## config.mk

```make
export PLATFORM = sky130hd
export DESIGN_NAME = vx_tcu_tfr_pipe_drain
export DESIGN_NICKNAME = d
export VERILOG_FILES = /design/src/rtl/vx_tcu_tfr_pipe_drain_pkg.sv /design/src/rtl/vx_tcu_tfr_result_fifo.sv /design/src/rtl/vx_tcu_tfr_pipe_drain.sv
export SDC_FILE = /design/constraint.sdc
export NUM_CORES = 1
export LEC_CHECK = 0
export CAP_MARGIN = 20
export CORE_MARGIN = 10
export CORE_UTILIZATION = 40
export DETAILED_ROUTE_END_ITERATION = 7
export GPL_ROUTABILITY_DRIVEN = 0
export HOLD_SLACK_MARGIN = 0.02
export PLACE_DENSITY = 0.69
export SETUP_SLACK_MARGIN = 0.2
export SYNTH_ARGS = -nofsm -noshare
export SYNTH_HDL_FRONTEND = slang
export SYNTH_HIERARCHICAL = 1
export SYNTH_SLANG_ARGS = --single-unit
```

## constraint.sdc

```tcl
create_clock -name clk -period 2.25 [get_ports clk]
set_input_delay 0.3375 -clock clk [delete_from_list [all_inputs] [get_ports clk]]
set_output_delay 0.3375 -clock clk [all_outputs]
set_load 0.1 [all_outputs]
```

## src/rtl/vx_tcu_tfr_pipe_drain_pkg.sv

```systemverilog
// rtl/vx_tcu_tfr_pipe_drain_pkg.sv - shared helpers for the TFR pipe drain
//
// Purpose: sizing helpers shared by the drain top and its result FIFO.
// The {valid, lane_mask} token struct is declared in the top module.
// Its width depends on the NUM_LANES parameter, and token_width() gives
// that width for any code that needs it outside the top.
// Ports: none (package).

package vx_tcu_tfr_pipe_drain_pkg;

  // Width of a counter that must represent 0..fifo_size inclusive.
  function automatic int credit_width(input int fifo_size);
    return $clog2(fifo_size + 1);
  endfunction

  // Bits in one shadow token: one valid bit plus the lane mask.
  function automatic int token_width(input int num_lanes);
    return num_lanes + 1;
  endfunction

  // Pointer width for a FIFO of the given depth (at least one bit).
  function automatic int ptr_width(input int size);
    return (size > 1) ? $clog2(size) : 1;
  endfunction

endpackage

```

## src/rtl/vx_tcu_tfr_result_fifo.sv

```systemverilog
// rtl/vx_tcu_tfr_result_fifo.sv - skid FIFO capturing the driven chain output
//
// Purpose: SIZE-entry FIFO with simultaneous push/pop at any occupancy.
// The head entry is read from registered storage, so an entry pushed into an
// empty FIFO is presented the cycle after the push.
// Ports:
//   clk, reset_n      clock, asynchronous active-low reset
//   push, push_data   write request and data
//   pop               read request (ignored while empty)
//   head_data         oldest entry (meaningful only while !empty)
//   empty, full       occupancy flags

module vx_tcu_tfr_result_fifo
  import vx_tcu_tfr_pipe_drain_pkg::*;
#(
  parameter int WIDTH = 1,
  parameter int SIZE  = 1
) (
  input  logic             clk,
  input  logic             reset_n,
  input  logic             push,
  input  logic [WIDTH-1:0] push_data,
  input  logic             pop,
  output logic [WIDTH-1:0] head_data,
  output logic             empty,
  output logic             full
);

  localparam int PW = ptr_width(SIZE);
  localparam int CW = credit_width(SIZE);

  logic [WIDTH-1:0] mem [SIZE];
  logic [PW-1:0]    wr_ptr;
  logic [PW-1:0]    rd_ptr;
  logic [CW-1:0]    count;
  logic             do_pop;

  // Pointers wrap at SIZE, not at a power of two.
  function automatic logic [PW-1:0] wrap_inc(input logic [PW-1:0] p);
    return (p == PW'(SIZE - 1)) ? '0 : p + PW'(1);
  endfunction

  assign empty     = (count == '0);
  assign full      = (count == CW'(SIZE));
  assign do_pop    = pop & ~empty;
  assign head_data = mem[rd_ptr];

  // Storage carries no reset; the head is qualified by empty.
  always_ff @(posedge clk) begin
    if (push) begin
      mem[wr_ptr] <= push_data;
    end
  end

  always_ff @(posedge clk or negedge reset_n) begin
    if (!reset_n) begin
      wr_ptr <= '0;
      rd_ptr <= '0;
      count  <= '0;
    end else begin
      if (push) begin
        wr_ptr <= wrap_inc(wr_ptr);
      end
      if (do_pop) begin
        rd_ptr <= wrap_inc(rd_ptr);
      end
      case ({push, do_pop})
        2'b10:   count <= count + CW'(1);
        2'b01:   count <= count - CW'(1);
        default: count <= count;
      endcase
    end
  end

  // Credits upstream make this impossible; trip loudly if that ever breaks.
  assert property (@(posedge clk) disable iff (!reset_n) !(push && full && !do_pop))
    else $error("result fifo overflow");

endmodule

```

## src/rtl/vx_tcu_tfr_pipe_drain.sv

```systemverilog
// rtl/vx_tcu_tfr_pipe_drain.sv - valid/credit flow control for a TFR pipe chain
//
// Purpose: receiving end of a fixed-latency, enable-gated pipe chain that has
// no valid bit and no backpressure. A shadow shift register tracks in-flight
// tokens. The chain output is captured into a skid FIFO, and issue credits
// guarantee that FIFO space is always available.
// Ports:
//   clk, reset_n                      clock, asynchronous active-low reset
//   in_valid, in_lane_mask, in_ready  issue handshake (credit-based ready)
//   pipe_enable, pipe_lane_mask       controls for the driven chain
//   pipe_shared_out, pipe_lane_out    chain outputs
//   out_valid, out_ready              result handshake
//   out_shared, out_lane_data,
//   out_lane_mask                     result payload (zero while empty)

module vx_tcu_tfr_pipe_drain
  import vx_tcu_tfr_pipe_drain_pkg::*;
#(
  parameter int SHARED_DATAW   = 1,
  parameter int LANE_DATAW     = 1,
  parameter int NUM_LANES      = 1,
  parameter int DEPTH          = 1,
  parameter int FIFO_SIZE      = DEPTH + 2,
  parameter int PER_LANE_VALID = 0
) (
  input  logic                            clk,
  input  logic                            reset_n,
  input  logic                            in_valid,
  input  logic [NUM_LANES-1:0]            in_lane_mask,
  output logic                            in_ready,
  output logic                            pipe_enable,
  output logic [NUM_LANES-1:0]            pipe_lane_mask,
  input  logic [SHARED_DATAW-1:0]         pipe_shared_out,
  input  logic [NUM_LANES*LANE_DATAW-1:0] pipe_lane_out,
  output logic                            out_valid,
  input  logic                            out_ready,
  output logic [SHARED_DATAW-1:0]         out_shared,
  output logic [NUM_LANES*LANE_DATAW-1:0] out_lane_data,
  output logic [NUM_LANES-1:0]            out_lane_mask
);

  localparam int CW  = credit_width(FIFO_SIZE);
  localparam int LDW = NUM_LANES * LANE_DATAW;
  localparam int FW  = SHARED_DATAW + LDW + NUM_LANES;

  if (DEPTH < 1) begin : g_bad_depth
    $error("vx_tcu_tfr_pipe_drain: DEPTH must be >= 1");
  end
  if (FIFO_SIZE < 1) begin : g_bad_fifo
    $error("vx_tcu_tfr_pipe_drain: FIFO_SIZE must be >= 1");
  end

  typedef struct packed {
    logic                 valid;
    logic [NUM_LANES-1:0] lane_mask;
  } token_t;

  token_t           shadow [DEPTH];
  logic [CW-1:0]    credits;
  logic             in_fire;
  logic             out_fire;
  logic             any_inflight;
  logic             capture;
  logic             fifo_empty;
  logic             fifo_full;
  logic [FW-1:0]    fifo_head;
  logic [SHARED_DATAW-1:0] head_shared;
  logic [LDW-1:0]          head_lanes;
  logic [NUM_LANES-1:0]    head_mask;

  always_comb begin
    any_inflight = 1'b0;
    for (int i = 0; i < DEPTH; i++) begin
      any_inflight = any_inflight | shadow[i].valid;
    end
  end

  // Counter covers in-flight tokens plus FIFO occupancy, so an accepted token
  // always has a FIFO slot waiting when it leaves the chain.
  assign in_ready = (credits < CW'(FIFO_SIZE));
  // Nothing is accepted while reset is held, which also keeps the chain frozen.
  assign in_fire        = reset_n & in_valid & in_ready;
  assign pipe_enable    = in_fire | any_inflight;
  assign pipe_lane_mask = '1;
  assign capture        = pipe_enable & shadow[DEPTH-1].valid;
  assign out_valid      = ~fifo_empty;
  assign out_fire       = out_valid & out_ready;

  // Shifts in lockstep with the chain, bubbles included.
  always_ff @(posedge clk or negedge reset_n) begin
    if (!reset_n) begin
      for (int i = 0; i < DEPTH; i++) begin
        shadow[i] <= '0;
      end
    end else if (pipe_enable) begin
      shadow[0] <= '{valid: in_fire, lane_mask: in_lane_mask};
      for (int i = 1; i < DEPTH; i++) begin
        shadow[i] <= shadow[i-1];
      end
    end
  end

  always_ff @(posedge clk or negedge reset_n) begin
    if (!reset_n) begin
      credits <= '0;
    end else begin
      case ({in_fire, out_fire})
        2'b10:   credits <= credits + CW'(1);
        2'b01:   credits <= credits - CW'(1);
        default: credits <= credits;
      endcase
    end
  end

  vx_tcu_tfr_result_fifo #(
    .WIDTH (FW),
    .SIZE  (FIFO_SIZE)
  ) u_fifo (
    .clk       (clk),
    .reset_n   (reset_n),
    .push      (capture),
    .push_data ({pipe_shared_out, pipe_lane_out, shadow[DEPTH-1].lane_mask}),
    .pop       (out_fire),
    .head_data (fifo_head),
    .empty     (fifo_empty),
    .full      (fifo_full)
  );

  assign head_shared = fifo_head[FW-1 -: SHARED_DATAW];
  assign head_lanes  = fifo_head[NUM_LANES +: LDW];
  assign head_mask   = fifo_head[NUM_LANES-1:0];

  always_comb begin
    out_shared    = '0;
    out_lane_data = '0;
    out_lane_mask = '0;
    if (!fifo_empty) begin
      out_shared    = head_shared;
      out_lane_mask = head_mask;
      for (int i = 0; i < NUM_LANES; i++) begin
        if ((PER_LANE_VALID != 0) && !head_mask[i]) begin
          out_lane_data[i*LANE_DATAW +: LANE_DATAW] = '0;
        end else begin
          out_lane_data[i*LANE_DATAW +: LANE_DATAW] = head_lanes[i*LANE_DATAW +: LANE_DATAW];
        end
      end
    end
  end

  logic unused_full;
  assign unused_full = fifo_full;

endmodule
```

==> flow_metrics.tcl, run 1 <==
set metrics [dict create \
    min_period_over_period 0.798 \
    endpoint_kind "output pin" \
    setup_ws_ns 0.455 \
    crit_required_ns 1.91 \
    r2r_start "u_fifo/count[0]$_DFFE_PN0P_" \
    clockBufferDepth 2 \
    wirelength_microns 1350 \
    criticalPathCategory "flip-flop to output pin" \
    crit_path_start_kind "flip-flop" \
    drc 0 \
    port_buffers 12 \
    drt_first_pass_iters 3 \
    hold_class "input port to async pin" \
    post_drt_wl_per_cell_microns 12.4 \
    cts_made_buffers 3 \
    start_util 0.425 \
    post-route-util 0.536 \
    antenna_found_initial 0 \
    holdWs_ns 0.351 \
    track_usage 0.0688 \
    min_period_ns 1.79 \
    cts_resized 0 \
    synth_warnings 6 \
    via_per_inst 4.53 \
    r2r_slack_ns 0.65 \
    die_w_microns 65.6 \
    finalSetupTns_ns 0 \
    finalNetCount 92 \
    max_freq_mhz 557 \
    grt_pass1_wl_microns 2250 \
    grt_max_degree 12 \
    top_level_ports 14 \
    final_hold_viol_count 0 \
    reg2regPathDepth 7 \
    cap_violations 0 \
    drive_gt1_frac 0.220 \
    rows 16 \
    cts_hold_buf 0 \
    vias 494 \
    global_route.peak_usage_layer "met2" \
    cts_setup_buffers 0 \
    grt_pass1_vias 492 \
    synth_cells 68 \
    num-fill-cells 177 \
    die_h_microns 65.6 \
    skew_ns 0.0138 \
    rr_endpoint "u_fifo/count[1]$_DFFE_PN0P_" \
    htree_levels 1 \
    core_area_sq_mm 0.00196 \
    diodes 0 \
    grt_use_met2 0.0966 \
    cp_max_fo 6 \
    synth_nets 77 \
    setup_viol 0 \
    crit_arrival_ns 1.46 \
    status "finished, final reports clean" \
    root_buffer "clkbuf_4" \
    numClockSinks 19 \
    slew_headroom 0.652 \
    hpwl_microns 1070 \
    overflow 0 \
    area_delta_synth_final_pct 26.3 \
    drt_iter0_markers 14 \
    grt_util_met1 0.0796 \
    maxSlewViolCount 0 \
    rsz0062_at_grt "no" \
    syn_area_per_cell_sq_um 12.3 \
    tritoncts "built" \
    preCtsSetupSlack_ns 0.412 \
    clock_latency_ns 0.29 \
    dieArea_sq_mm 0.00431 \
    ant_nets 0 \
    tightest_slew_ns 0.518 \
    met3_usage 0.0288 \
    synth_area_sq_um 833 \
    path_clk_slew_ns 0.11 \
]
state kept, by name, indices dropped and copies added (netlist names):
signal	cells
credits	2
u_fifo/count	2
u_fifo/wr_ptr	2
u_fifo/mem	9
any_inflight	1
shadow	1
u_fifo/rd_ptr	2
stage by stage:
stage,area [sq um],instances
3_3_place_gp,1020,105
6_report,1050,109
4_1_cts,1050,109
2_1_floorplan,841,68
5_1_grt,1050,109
3_5_place_dp,1020,105
cell usage in the layout, fill, tap and decap left out, drive strengths merged, types with 2 or more instances in the layout:
| cell type | instances |
|---|---|
| edfxtp | 9 |
| nor2b | 4 |
| inv | 4 |
| ha | 2 |
| clkdlybuf4s50 | 6 |
| buf | 8 |
| nor3 | 2 |
| xnor2 | 4 |
| clkbuf | 3 |
| xor2 | 2 |
| a21o | 3 |
| dfrtp | 10 |
| nand2 | 6 |
| nor2 | 4 |
| mux2i | 3 |
| o21ai | 5 |
worst max-delay path: stages, from the launching register on:
cell,delay (ns)
dfrtp_1,0.48
mux2i_1,0.15
o21ai_0,0.14
nor2b_2,0.20
buf_12,0.19
how the worst max path moves through the flow:
stage                                       from                           to  cells after the start
floorplan                 credits[0]$_DFFE_PN0P_        shadow[0]$_DFFE_PN0P_                      3
global placement                       out_ready  u_fifo/count[1]$_DFFE_PN0P_                      7
detailed placement                     out_ready  u_fifo/count[1]$_DFFE_PN0P_                      7
CTS                 u_fifo/rd_ptr[0]$_DFFE_PN0P_                   out_shared                      4
global route        u_fifo/rd_ptr[0]$_DFFE_PN0P_                   out_shared                      4
finish              u_fifo/rd_ptr[0]$_DFFE_PN0P_                   out_shared                      4
layout make-up:
cell class	count	area (sq um)	area share
Tap cell	27	33.8	0.0321
Clock buffer	3	22.5	0.0214
Multi-Input combinational cell	41	285	0.271
Sequential cell	19	520	0.495
Timing Repair Buffer	14	170	0.162
Clock inverter	1	5.00	0.00476
Inverter	4	15.0	0.0143
routing by layer:
metal | vias up | routed length (microns)
li1 | 253 | -
met1 | 231 | 622
met2 | 8 | 639
met3 | 2 | 77
met4 | 0 | 14
met5 | - | 0
Power of run 1 is left out: the tool's default activity adds up to more than one toggle a clock period on the data nets, which glitch-free logic cannot reach.
==> run 2, diff against run 1 <==
Clock period 2.25 ns to 1.8 ns, I/O delays scaled along.
==> run 2 against run 1 <==
Effect of this change: cell count increased by 7.3%; worst hold slack improved by 0.090 ns; via count increased by 14%; core utilization increased by 6.7 points; non-clock buffer count increased by 8; clock skew decreased by 0.0090 ns; largest cell class unchanged.
==> flow_metrics.tcl, run 2 (same netlist as run 1, synthesis figures left out) <==
set metrics [dict create \
    maxSlewViolCount 0 \
    drc 0 \
    core_area_sq_mm 0.00196 \
    max_freq_mhz 609 \
    cts_made_buffers 3 \
    crit_slowest_cell "dfrtp_2" \
    skew_ns 0.00482 \
    min_period_over_period 0.912 \
    final_cell_mix "edfxtp_1, buf_4, dfrtp_1" \
    num-fill-cells 168 \
    holdWs_ns 0.441 \
    cts_hold_buf 0 \
    crit_arrival_ns 1.37 \
    post_drt_wl_per_cell_microns 13.5 \
    tightest_slew_ns 0.566 \
    top_level_ports 14 \
    area_delta_synth_final_pct 42.0 \
    drt_iter0_markers 17 \
    largest_register "u_fifo/mem" \
    overflow 0 \
    finalNetCount 100 \
    layout.cells.most_common "edfxtp_1" \
    min_period_ns 1.64 \
    finalSetupTns_ns 0 \
    grt_max_degree 11 \
    crit_family "flip-flops" \
    numClockSinks 19 \
    cap_violations 0 \
    vias 565 \
    tritoncts "built" \
    rows 16 \
    drive_gt1_frac 0.322 \
    htree_levels 1 \
    setup_viol 0 \
    path_clk_slew_ns 0.10 \
    grt_pass1_vias 534 \
    grt_pass1_wl_microns 2530 \
    antenna_found_initial 0 \
    start_util 0.425 \
    criticalPathCategory "flip-flop to output pin" \
    dieArea_sq_mm 0.00431 \
    die_w_microns 65.6 \
    via_per_inst 4.83 \
    clock_latency_ns 0.28 \
    hpwl_microns 1180 \
    path_cells "mux2i_1 -> o21ai_1 -> nor2b_4 -> buf_12" \
    status "finished, final reports clean" \
    endpoint_kind "output pin" \
    hold_class "input port to async pin" \
    track_usage 0.0768 \
    crit_required_ns 1.53 \
    largest_register_ffs 9 \
    cp_max_fo 4 \
    critPathMaxStageDelay_ns 0.46 \
    clockBufferDepth 2 \
    r2r_slack_ns 0.32 \
    worstPathBufferInverterCount 1 \
    slew_headroom 0.622 \
    crit_path_start_kind "flip-flop" \
    rsz0062_at_grt "yes" \
    drt_first_pass_iters 4 \
    root_buffer "clkbuf_4" \
    final_hold_viol_count 0 \
    port_buffers 12 \
    ant_nets 0 \
    diodes 0 \
    die_h_microns 65.6 \
    wirelength_microns 1580 \
]
==> run 2: cell type report <==
class,instances,area [sq um],share of cell area
multi-input cells,41,322,0.272
clock buffers,4,26.3,0.0222
inverters,4,15.0,0.0127
repair buffers,22,263,0.222
well taps,27,33.8,0.0285
flip-flops and latches,19,524,0.443
==> run 2: per-layer routing <==
metal | track usage | share of wire | vias up
met4 | 0.0401 | 0.0057 | 0
met5 | 0 | 0 | -
li1 | - | - | 273
met1 | 0.0973 | 0.43 | 278
met3 | 0.0373 | 0.068 | 2
met2 | 0.104 | 0.50 | 12
==> run 2: timing repair <==
action                     4_1_cts  5_1_grt
pin swaps                        1        0
setup buffers                    1        6
resized for setup                7        4
setup endpoints to repair        5        6
==> run 2: per-stage QoR <==
stage / instance area, sq um / setup WS (ns) / instances / utilization
floorplan: 865 / -0.0258 / 68 / -
global placement: 1080 / 0.103 / 106 / 0.551
detailed placement: 1080 / 0.0808 / 106 / 0.551
CTS: 1130 / 0.119 / 111 / 0.575
global route: 1180 / 0.0735 / 117 / 0.603
finish: 1180 / 0.158 / 117 / 0.603
==> run 2: final timing paths <==
path                                              startpoint                     endpoint  depth (start not counted)
worst max-delay path            u_fifo/rd_ptr[0]$_DFFE_PN0P_                   out_shared                          4
worst min-delay path                                 reset_n       credits[1]$_DFFE_PN0P_                          3
worst max register to register   u_fifo/count[0]$_DFFE_PN0P_  u_fifo/count[1]$_DFFE_PN0P_                          7
worst min register to register         shadow[0]$_DFFE_PN0P_   u_fifo/mem[2][0]$_DFFE_PP_                          0
max in group asynchronous                            reset_n  u_fifo/count[0]$_DFFE_PN0P_                          3
min in group clk                       shadow[0]$_DFFE_PN0P_   u_fifo/mem[2][0]$_DFFE_PP_                          0
==> run 2: worst min-delay path, stage by stage <==
cell and delay, ns:
clkdlybuf4s50_1 0.52, buf_6 0.12, buf_4 0.18
Power of run 2 is left out for the same reason.
==> run 3, diff against run 2 <==
Settings changed: CORE_MARGIN 10 to default.
==> run 3 against run 2 <==
Effect of this change: sequential share of layout area grew 1.5 points; clock-buffer cell count decreased by 1; clock skew decreased by 0.0034 ns; die area down 47%; register-to-register slack barely moved; worst hold slack improved by 0.0077 ns; critical path depth stayed put; non-clock buffer count shrank 4; cell count shrank 3.4%; via count down 8.1%; sequential cell count is the same; core utilization is 1.9 points lower; largest cell class unchanged; highest routed layer unchanged.
==> flow_metrics.tcl, run 3 (same netlist as run 1, synthesis figures left out) <==
set metrics [dict create \
    min_period_over_period 0.922 \
    endpoint_kind "output pin" \
    core_area_sq_mm 0.00196 \
    min_period_ns 1.66 \
    skew_ns 0.00145 \
    drive_gt1_frac 0.302 \
    cp_max_fo 4 \
    crit_path_start_kind "flip-flop" \
    cap_violations 0 \
    crit_required_ns 1.53 \
    criticalPathCategory "flip-flop to output pin" \
    die_h_microns 47.6 \
    global_route.peak_usage_layer "met2" \
    maxSlewViolCount 0 \
    largest_register "u_fifo/mem" \
    drt_first_pass_iters 3 \
    max_freq_mhz 602 \
    final_cell_mix "edfxtp_1, dfrtp_1, clkdlybuf4s50_1, buf_12" \
    root_buffer "clkbuf_4" \
    tightest_slew_ns 0.517 \
    path_cells "mux2i_1 -> o21ai_1 -> nor2b_4 -> buf_12" \
    cts_hold_buf 0 \
    grt_pass1_vias 477 \
    seqCellArea_sq_um 524 \
    dp_cells 106 \
    crit_arrival_ns 1.39 \
    via_per_inst 4.59 \
    final_hold_viol_count 0 \
    fin_cells 113 \
    rows 16 \
    num-fill-cells 176 \
    diodes 0 \
    setup_viol 0 \
    area_delta_synth_final_pct 37.5 \
    grt_use_met2 0.233 \
    start_util 0.425 \
    post_drt_wl_per_cell_microns 13.4 \
    clockBufferDepth 2 \
    dieArea_sq_mm 0.00227 \
    overflow 0 \
    drt_iter0_markers 6 \
    status "finished, final reports clean" \
    multi_input_comb_area_sq_um 317 \
    clock_latency_ns 0.30 \
    tritoncts "built" \
    met3_usage 0.0453 \
    slew_headroom 0.653 \
    antenna_found_initial 0 \
    port_buffers 12 \
    finalNetCount 96 \
    vias 519 \
    path_clk_slew_ns 0.11 \
    top_level_ports 14 \
    grt_pass1_wl_microns 2160 \
    numClockSinks 19 \
    largest_register_ffs 9 \
    hpwl_microns 1110 \
    layout.cells.most_common "edfxtp_1" \
    hold_class "input port to async pin" \
    htree_levels 1 \
    grt_max_degree 12 \
    grt_util_met1 0.192 \
    crit_slowest_cell "dfrtp_2" \
    drc 0 \
    critPathMaxStageDelay_ns 0.46 \
    ant_nets 0 \
    cts_made_buffers 3 \
    wirelength_microns 1510 \
    rsz0062_at_grt "yes" \
    die_w_microns 47.6 \
    track_usage 0.154 \
]
run 3: worst paths after layout:
| check | startpoint | endpoint | slack (ns) | cells past startpoint |
|---|---|---|---|---|
| hold reg to reg | shadow[0]$_DFFE_PN0P_ | u_fifo/mem[0][0]$_DFFE_PP_ | 0.53 | 0 |
| min in group clk | shadow[0]$_DFFE_PN0P_ | u_fifo/mem[0][0]$_DFFE_PP_ | 0.53 | 0 |
| max in group asynchronous | reset_n | credits[0]$_DFFE_PN0P_ | 1.20 | 3 |
| setup reg to reg | u_fifo/count[0]$_DFFE_PN0P_ | u_fifo/count[1]$_DFFE_PN0P_ | 0.33 | 6 |
| setup / recovery | u_fifo/rd_ptr[0]$_DFFE_PN0P_ | out_shared | 0.14 | 4 |
| hold / removal | reset_n | u_fifo/rd_ptr[1]$_DFFE_PN0P_ | 0.45 | 3 |
run 3: area by class of cell:
type,instances,area share
Clock buffer,3,0.0197
Multi-Input combinational cell,41,0.276
Timing Repair Buffer,18,0.200
Sequential cell,19,0.457
Inverter,4,0.0131
Clock inverter,1,0.00437
Tap cell,27,0.0295
run 3: timing repair:
action                                  CTS  global route
pin swaps                                 1             1
endpoints found under the setup margin    5             5
resized for setup                         6             3
buffers inserted                          3             0
run 3: metrics by stage:
| stage | cell area [sq um] | setup TNS [ns] | setup WS (ns) | utilization | hold slack [ns] |
|---|---|---|---|---|---|
| final | 1150 | 0 | 0.140 | 0.584 | 0.449 |
| after global routing | 1150 | 0 | 0.0720 | 0.584 | 0.451 |
| after CTS | 1140 | 0 | 0.130 | 0.582 | 0.430 |
| after detailed placement | 1080 | 0 | 0.107 | 0.551 | 0.482 |
| after global placement | 1080 | 0 | 0.109 | 0.551 | 0.483 |
| after floorplan | 865 | -0.0274 | -0.0258 | - | -0.0256 |
run 3: worst max-delay path: cells and delay by family, from the launching register on:
kind                   cells  cell delay [ns]
flip-flops                 1             0.46
AO/OA/AOI/OAI              1             0.13
AND/OR/NAND/NOR            1             0.19
multiplexers               1             0.13
buffers and inverters      1             0.18
run 3: layer usage:
metal / wire length, microns / part of all wire
met2: 717 / 0.47
met3: 49 / 0.032
met4: 36 / 0.024
met5: 0 / 0
met1: 710 / 0.47
Power of run 3 is left out for the same reason.
